### config.mk
export PLATFORM = sky130hd
export DESIGN_NAME = hazard_ctrl
export DESIGN_NICKNAME = d
export VERILOG_FILES = /design/src/rtl/hazard_ctrl.sv
export SDC_FILE = /design/constraint.sdc
export NUM_CORES = 1
export LEC_CHECK = 0
export BUFFER_PORTS_ARGS = -buffer_cell sky130_fd_sc_hd__buf_2
export CORE_ASPECT_RATIO = 0.6
export CORE_MARGIN = 2
export CORE_UTILIZATION = 56
export CTS_CLUSTER_SIZE = 28
export DETAILED_ROUTE_END_ITERATION = 10
export GPL_ROUTABILITY_DRIVEN = 0
export PLACE_DENSITY = 0.82
export SYNTH_ARGS = -nofsm -noshare
export SYNTH_HDL_FRONTEND = slang
export SYNTH_SLANG_ARGS = --single-unit
### constraint.sdc
create_clock -name clk -period 5.34 [get_ports clk]
set_input_delay 1.335 -clock clk [delete_from_list [all_inputs] [get_ports clk]]
set_output_delay 1.335 -clock clk [all_outputs]
set_load 0.05 [all_outputs]
### src/rtl/hazard_ctrl.sv
// Hazard and sequencing controller for the 5-stage MIPS pipe: load-use stalls,
// branch/jal flushes, registered forwarding selects, memory freeze, stall counter.
module hazard_ctrl #(
  parameter int unsigned STALL_CNT_W = 16,
  parameter int unsigned LINK_REG    = 31
) (
  input  logic                   clk,
  input  logic                   rst_n,
  input  logic [2:0]             op_id,
  input  logic [4:0]             rs_id,
  input  logic [4:0]             rt_id,
  input  logic [4:0]             rd_id,
  input  logic                   valid_id,
  input  logic                   br_taken_ex,
  input  logic                   mem_busy,
  output logic                   stall_if,
  output logic                   stall_id,
  output logic                   bubble_ex,
  output logic                   flush_id,
  output logic                   freeze,
  output logic [1:0]             fwd_a,
  output logic [1:0]             fwd_b,
  output logic [STALL_CNT_W-1:0] stall_cnt
);

  typedef enum logic [2:0] {
    OP_ADDU = 3'd0,
    OP_SUBU = 3'd1,
    OP_ORI  = 3'd2,
    OP_LW   = 3'd3,
    OP_SW   = 3'd4,
    OP_BEQ  = 3'd5,
    OP_JAL  = 3'd6,
    OP_UND  = 3'd7
  } op_t;

  typedef enum logic [1:0] {
    SEL_RF  = 2'b00,
    SEL_EXM = 2'b01,
    SEL_MWB = 2'b10
  } fwd_t;

  op_t        op_e;
  logic [4:0] dst_id;
  logic       use_rs;
  logic       use_rt;
  logic       is_lw;
  logic       is_jal;

  logic [4:0] ex_dst;
  logic       ex_load;
  logic [4:0] mem_dst;

  logic       load_use;
  fwd_t       sel_a;
  fwd_t       sel_b;

  assign op_e = op_t'(op_id);

  // ID decode: destination and which sources are actually read
  always_comb begin
    dst_id = '0;
    use_rs = 1'b0;
    use_rt = 1'b0;
    is_lw  = 1'b0;
    is_jal = 1'b0;
    if (valid_id) begin
      unique case (op_e)
        OP_ADDU, OP_SUBU: begin
          dst_id = rd_id;
          use_rs = 1'b1;
          use_rt = 1'b1;
        end
        OP_ORI: begin
          dst_id = rt_id;
          use_rs = 1'b1;
        end
        OP_LW: begin
          dst_id = rt_id;
          use_rs = 1'b1;
          is_lw  = 1'b1;
        end
        OP_SW, OP_BEQ: begin
          use_rs = 1'b1;
          use_rt = 1'b1;
        end
        OP_JAL: begin
          dst_id = LINK_REG[4:0];
          is_jal = 1'b1;
        end
        OP_UND: ;
        default: ;
      endcase
    end
  end

  function automatic fwd_t fwd_sel(input logic [4:0] src, input logic used,
                                   input logic [4:0] exd, input logic [4:0] memd);
    fwd_t sel;
    sel = SEL_RF;
    if (used && src != '0) begin
      if (src == exd)
        sel = SEL_EXM;
      else if (src == memd)
        sel = SEL_MWB;
    end
    return sel;
  endfunction

  always_comb begin
    load_use = ex_load && (ex_dst != '0) &&
               ((use_rs && rs_id == ex_dst) || (use_rt && rt_id == ex_dst));
    sel_a    = fwd_sel(rs_id, use_rs, ex_dst, mem_dst);
    sel_b    = fwd_sel(rt_id, use_rt, ex_dst, mem_dst);
  end

  // Control outputs are forced low while reset is asserted so the async reset
  // clears them immediately even with hazard-causing inputs present.
  always_comb begin
    stall_if  = 1'b0;
    stall_id  = 1'b0;
    bubble_ex = 1'b0;
    flush_id  = 1'b0;
    freeze    = 1'b0;
    if (rst_n) begin
      if (mem_busy) begin
        freeze = 1'b1;
      end else if (br_taken_ex) begin
        flush_id  = 1'b1;
        bubble_ex = 1'b1;
      end else if (load_use) begin
        stall_if  = 1'b1;
        stall_id  = 1'b1;
        bubble_ex = 1'b1;
      end else if (is_jal) begin
        flush_id = 1'b1;
      end
    end
  end

  // bubble_ex covers both the branch kill and the load-use stall; jal advances
  always_ff @(posedge clk or negedge rst_n) begin
    if (!rst_n) begin
      ex_dst  <= '0;
      ex_load <= 1'b0;
      mem_dst <= '0;
      fwd_a   <= '0;
      fwd_b   <= '0;
    end else if (!mem_busy) begin
      mem_dst <= ex_dst;
      if (bubble_ex) begin
        ex_dst  <= '0;
        ex_load <= 1'b0;
        fwd_a   <= '0;
        fwd_b   <= '0;
      end else begin
        ex_dst  <= dst_id;
        ex_load <= is_lw;
        fwd_a   <= sel_a;
        fwd_b   <= sel_b;
      end
    end
  end

  always_ff @(posedge clk or negedge rst_n) begin
    if (!rst_n)
      stall_cnt <= '0;
    else if ((stall_if || freeze) && stall_cnt != '1)
      stall_cnt <= stall_cnt + 1'b1;
  end

endmodule

* Word level (Yosys, flattened, before mapping)
Index checks and enable logic that the tools add are counted.
Storage, ports and cells: flip-flop bits (word level) 31, bits of input ports 23, output and inout bits 25, logic and storage cells 69
Cells by class: $add $sub $neg 1, equal/unequal tests 11, muxes and demuxes 34, reduce and logical (&&, ||, !) cells 17
Operators by type and width (count):
- 2-to-1 mux 1 bit | 23
- equality test 5 bit | 4
- adder 16 x 1 -> 16 bit, second input constant | 1
- 2-to-1 mux 2 bit | 8
- != test 16 bit, second input constant | 1
- one-hot mux 5 bit (3 select lines) | 1
- nonzero test 5 bit | 3
- 2-to-1 mux 5 bit | 2
- equality test 3 bit, second input constant | 3
- logical AND 1 bit | 7
- equality test 3 x 2 -> 1 bit, second input constant | 2
- OR reduction 6 bit | 1
- OR reduction 2 bit | 2
- OR reduction 4 bit | 1
- equality test 3 x 1 -> 1 bit, second input constant | 1
- logical NOT 3 bit | 1
- logical OR 1 bit | 2

* Depth between registers and ports, before layout
word-level depth 13, depth in mapped cells 8, mapped depth without buffers 7

* Least setup slack after synthesis
Ideal clock, no wire load.
path type input port to output port, start input port op_id[1], end output port stall_if, arrival time 3547 ps, data required time 4005 ps, path slack 458 ps, stages 7, path buffers 2, cells stage by stage buf_2 nand2_1 nand2_1 nor3_1 o21ai_0 nor3_1 buf_4
Between the ends: word-level cells in the longest chain between the ends 11, elaborated cells on any way between the ends 20, classes of those cells eq/ne: 5; mux: 8; reduce/logical: 7
Ends and longest elaborated chain:
- from (decl) | RTL line 9 | input logic [2:0] op_id,
- equality test 3 x 2 -> 1 bit, or another cell as far along | RTL line 68 | unique case (op_e)
- OR reduction 6 bit (no line) / OR reduction 4 bit (equally long branches)
- 2-to-1 mux 1 bit | RTL line 68
- 2-to-1 mux 1 bit | RTL line 67 | if (valid_id) begin
- logical AND 1 bit | RTL line 112 | ((use_rs && rs_id == ex_dst) || (use_rt && rt_id == ex_dst));
- logical OR 1 bit * | RTL line 112
- logical AND 1 bit * | RTL line 111 | load_use = ex_load && (ex_dst != '0) &&
- 2-to-1 mux 1 bit * (4 in a row)
- to (decl) | RTL line 16 | output logic stall_if,
Every way passes the cells marked *; elsewhere a longest branch is shown, timed or not.

* Worst setup path in the final report
start input port rs_id[3], end output port bubble_ex
Between the ends: word-level cells in the longest chain between the ends 8
Ends and longest elaborated chain:
- from (decl) | RTL line 10 | input logic [4:0] rs_id,
- equality test 5 bit | RTL line 112
- logical AND 1 bit | RTL line 112
- logical OR 1 bit | RTL line 112
- logical AND 1 bit | RTL line 111
- 2-to-1 mux 1 bit | RTL line 131 | end else if (load_use) begin
- 2-to-1 mux 1 bit | RTL line 128 | end else if (br_taken_ex) begin
- 2-to-1 mux 1 bit | RTL line 126 | if (mem_busy) begin
- 2-to-1 mux 1 bit | RTL line 125 | if (rst_n) begin
- to (decl) | RTL line 18 | output logic bubble_ex,
Every way passes these cells.

==> results.md <==
* Number of clock sinks seen by CTS at 31
* Biggest area consumer among synthesized cells: sky130_fd_sc_hd__dfrtp_1
* Worst Clk Skew at a little under 0.005 ns
* Number of instances in the synthesized netlist at 190
* Static leakage at 1.03 nW
* Final Setup Violations at 0
* DP Wirelength at 3.17 mm
* Final Cycle Share at between 80% and 90%
* Multiplexer fraction of the synthesized cell area at between 6 and 7%
* Antenna Cells at 0
* Signal arrival time at the worst endpoint at 2.99 ns
* Fraction of final layout cells sized beyond drive strength 1 at 26.9%
* Number of pins exceeding their max-slew limit in the final report at 0
* I/O Pins at 48
* Kind of path behind the tightest hold check: reg -> reg
* Predominant post-synthesis flop cell: sky130_fd_sc_hd__dfrtp_1
* Maximum level of the CTS H-tree at 2
* Antenna-violating nets left at 0
* Final setup margin at 1.01 ns
* Number of global-route vias before repair at 1416
* Number of nets produced by synthesis at 214
* Xor-xnor portion of the synthesized cell area at 16.2%
* Total power draw at 0.699 mW
* Cell area after technology mapping at 1840 um^2
* Worst relative slew slack at 50.9%
* Post-synthesis simple-gate area fraction at 17.8%
* Complex-gate fraction of the synthesized area at between 10% and 20%
* Post-synthesis async set-or-reset flop share at 100%
* Number of vias after detailed routing at 1606
* Post-layout min period at between 4 and 5 ns
* Count of max-cap constraint violations at 0
* Number of core rows at 16
* Area enclosed by the die boundary at 3770 um^2
* Tightest Pin Transition at 0.730 ns
* First-pass GRT wire length at about 7.2 mm
* CP max FO at 5
* Required arrival time at the worst endpoint at 4.01 ns
* Worst-case vdd ir drop at 0.455 mV
* Number of buffers inserted during clock tree synthesis at 5
* Area delta synth->final at 19.5%
* Worst Hold Depth at 1
* Area fraction of the dominant cell type after synthesis at 42.2%
* Vias/cell at between 5 and 6
* Horizontal die dimension at 78.0 um
* Outcome: finished, final reports clean
* Number of instances resized during post-cts repair at 0
* Total number of yosys warnings at 0
* Clock latency on the worst-skew pair at 0.28 ns
* Clock tree root buffer cell: sky130_fd_sc_hd__clkbuf_8
* Worst slack at placement at between 1 and 1.5 ns
* CP startpoint kind: input pin
* Clock tree from TritonCTS: yes
* Wire per inst at between 15 and 20 um
* Flops & latches, synth at 31
* Number of DRC violations after detailed-routing iteration 0 at 128
* Overall routed net length at 4.27 mm
* Peak clock frequency supported by timing at 231 MHz
* Number of remaining DRC errors at 0
* Pwr/cell area at about 320 nW/um^2
* Number of nets in the final layout at 261
* Setup Fix Bufs, Post-CTS at 0
* Post-CTS clock slew at the launch and capture registers of the worst setup and hold paths at 0.06 ns
* Initial core utilization at 57.4%
* TNS Setup at 0 ns
* Dominant combinational cell family by area after synthesis: simple AND/OR/NAND/NOR gates
* Clk buf depth at 2
* Number of synthesized flops with an enable pin at 0
* Cells taking the most area after synthesis: sky130_fd_sc_hd__dfrtp_1, sky130_fd_sc_hd__xnor2_1, sky130_fd_sc_hd__nand2_1
* Type of the worst setup path: in -> out
* Die extent in y at 48.4 um
* Area share of fa/ha/maj cells after synthesis at 0.681%
* Global Route Usage Sum at between 20% and 30%
* Filler Cells Inserted at around 280
* RSZ-0062 raised after global routing: no
* Maximum number of pins on one net before global-route repair at 21
* Count of hold-fix buffers inserted at cts at 0
* Post-Place Cells at about 280
* Syn_area_per_cell at about 9.7 um^2
* Sequential fraction of the synthesis area at between 40% and 50%
* Worst Setup End Kind: output port
* Initial DRT Pass Iterations at 5
* Total core area at approximately 3200 um^2
* Final hold violation count at 0
* Netlist cell types at 36
* Count of input and output buffers at 47
* GRT Residual Overflow at 0
* Length in cells of the worst reg-to-reg path at 6
* Number of cells in the finished layout apart from fillers at 283
* Number of antenna violations at the first check in global routing at 0
-- stage by stage --
| stage | utilization, % | hold slack [ns] | area (um^2) |
|---|---|---|---|
| after global routing | 68.6 | 0.510 | 2200 |
| after CTS | 68.6 | 0.487 | 2200 |
| after detailed placement | 65.4 | 0.474 | 2100 |
| after global placement | 65.4 | 0.460 | 2100 |
| final | 68.6 | 0.480 | 2200 |
| after floorplan | - | 0.442 | 1840 |
-- where the power goes --
part | switching (mW) | internal, mW | leakage [nW]
Sequential | 0.0351 | 0.262 | 0.413
Combinational | 0.134 | 0.0668 | 0.565
Clock | 0.0830 | 0.117 | 0.0515
-- state kept, by name, summed over array words and instances, names as in the netlist --
register	count
ex_dst	5
mem_dst	5
fwd_b	2
fwd_a	2
ex_load	1
stall_cnt	16
-- layout by cell type, fill, tap and decap left out --
cell type and instances:
sky130_fd_sc_hd__ha_1 1, sky130_fd_sc_hd__mux2_2 5, sky130_fd_sc_hd__o21ai_1 1, sky130_fd_sc_hd__clkbuf_1 1, sky130_fd_sc_hd__or4_1 1, sky130_fd_sc_hd__nand2b_1 1, sky130_fd_sc_hd__o2111a_2 1, sky130_fd_sc_hd__and3_1 11
sky130_fd_sc_hd__inv_1 3, sky130_fd_sc_hd__nand3_1 6, sky130_fd_sc_hd__and2_1 3, sky130_fd_sc_hd__or3_1 1, sky130_fd_sc_hd__nor2b_1 1, sky130_fd_sc_hd__o31ai_1 1, sky130_fd_sc_hd__and4_1 1, sky130_fd_sc_hd__nor2_1 4
sky130_fd_sc_hd__o21ai_0 18, sky130_fd_sc_hd__buf_4 2, sky130_fd_sc_hd__xnor2_1 30, sky130_fd_sc_hd__mux2i_1 6, sky130_fd_sc_hd__buf_2 47, sky130_fd_sc_hd__a21boi_0 2, sky130_fd_sc_hd__o2111ai_1 6, sky130_fd_sc_hd__xor2_1 4
sky130_fd_sc_hd__o311a_1 1, sky130_fd_sc_hd__nor3b_1 1, sky130_fd_sc_hd__nor4b_2 1, sky130_fd_sc_hd__clkbuf_8 7, sky130_fd_sc_hd__a21oi_1 2, sky130_fd_sc_hd__o211ai_1 6, sky130_fd_sc_hd__nand4b_1 1, sky130_fd_sc_hd__nor3_1 2
sky130_fd_sc_hd__nand2_1 25, sky130_fd_sc_hd__nor4_1 3, sky130_fd_sc_hd__or2_2 1, sky130_fd_sc_hd__dfrtp_1 31
-- worst max-delay path, stage by stage --
cell and delay [ns]:
sky130_fd_sc_hd__buf_2 0.13, sky130_fd_sc_hd__xnor2_1 0.15, sky130_fd_sc_hd__nand3_1 0.12, sky130_fd_sc_hd__nor3_1 0.30
sky130_fd_sc_hd__o21ai_0 0.19, sky130_fd_sc_hd__a21oi_1 0.42, sky130_fd_sc_hd__buf_2 0.35
-- cells by family after synthesis --
group | count (synthesis)
adder cells (fa/ha/maj) | 1
XOR/XNOR | 34
flip-flops | 31
AO/OA/AOI/OAI | 38
AND/OR/NAND/NOR | 63
multiplexers | 11
buffers and inverters | 12
-- final timing paths --
kind | start | to | slack [ns]
setup / recovery | rs_id[3] | bubble_ex | 1.01
hold / removal | stall_cnt[10]$_DFFE_PN0P_ | stall_cnt[10]$_DFFE_PN0P_ | 0.48
setup reg to reg | ex_dst[3]$_DFFE_PN0N_ | ex_dst[0]$_DFFE_PN0N_ | 3.07
hold reg to reg | stall_cnt[10]$_DFFE_PN0P_ | stall_cnt[10]$_DFFE_PN0P_ | 0.48
max in group asynchronous | rst_n | stall_cnt[11]$_DFFE_PN0P_ | 3.83
min in group asynchronous | rst_n | stall_cnt[2]$_DFFE_PN0P_ | 0.95
-- per-layer routing --
metal	track usage (%)	share of wire, %
met5	0	0
met4	6.73	0.33
met3	6.16	8.9
met2	30.0	40
met1	42.1	50
-- cells in the mapped netlist (4+ instances only) --
| cell type | count |
|---|---|
| sky130_fd_sc_hd__dfrtp_1 | 31 |
| sky130_fd_sc_hd__mux2_2 | 5 |
| sky130_fd_sc_hd__nand2_1 | 25 |
| sky130_fd_sc_hd__xnor2_1 | 30 |
| sky130_fd_sc_hd__xor2_1 | 4 |
| sky130_fd_sc_hd__nor2_1 | 4 |
| sky130_fd_sc_hd__o211ai_1 | 6 |
| sky130_fd_sc_hd__o2111ai_1 | 6 |
| sky130_fd_sc_hd__clkbuf_1 | 4 |
| sky130_fd_sc_hd__mux2i_1 | 6 |
| sky130_fd_sc_hd__nand3_1 | 6 |
| sky130_fd_sc_hd__and3_1 | 11 |
| sky130_fd_sc_hd__o21ai_0 | 18 |
-- cell type report --
class / instances / area (um^2) / area share (%)
well taps: 45 / 56.3 / 2.56
multi-input cells: 147 / 1000 / 45.6
repair buffers: 49 / 250 / 11.4
flip-flops and latches: 31 / 776 / 35.3
clock buffers: 8 / 100 / 4.56
inverters: 3 / 11.3 / 0.513
Note: power is estimated with default switching activity, not from simulation.
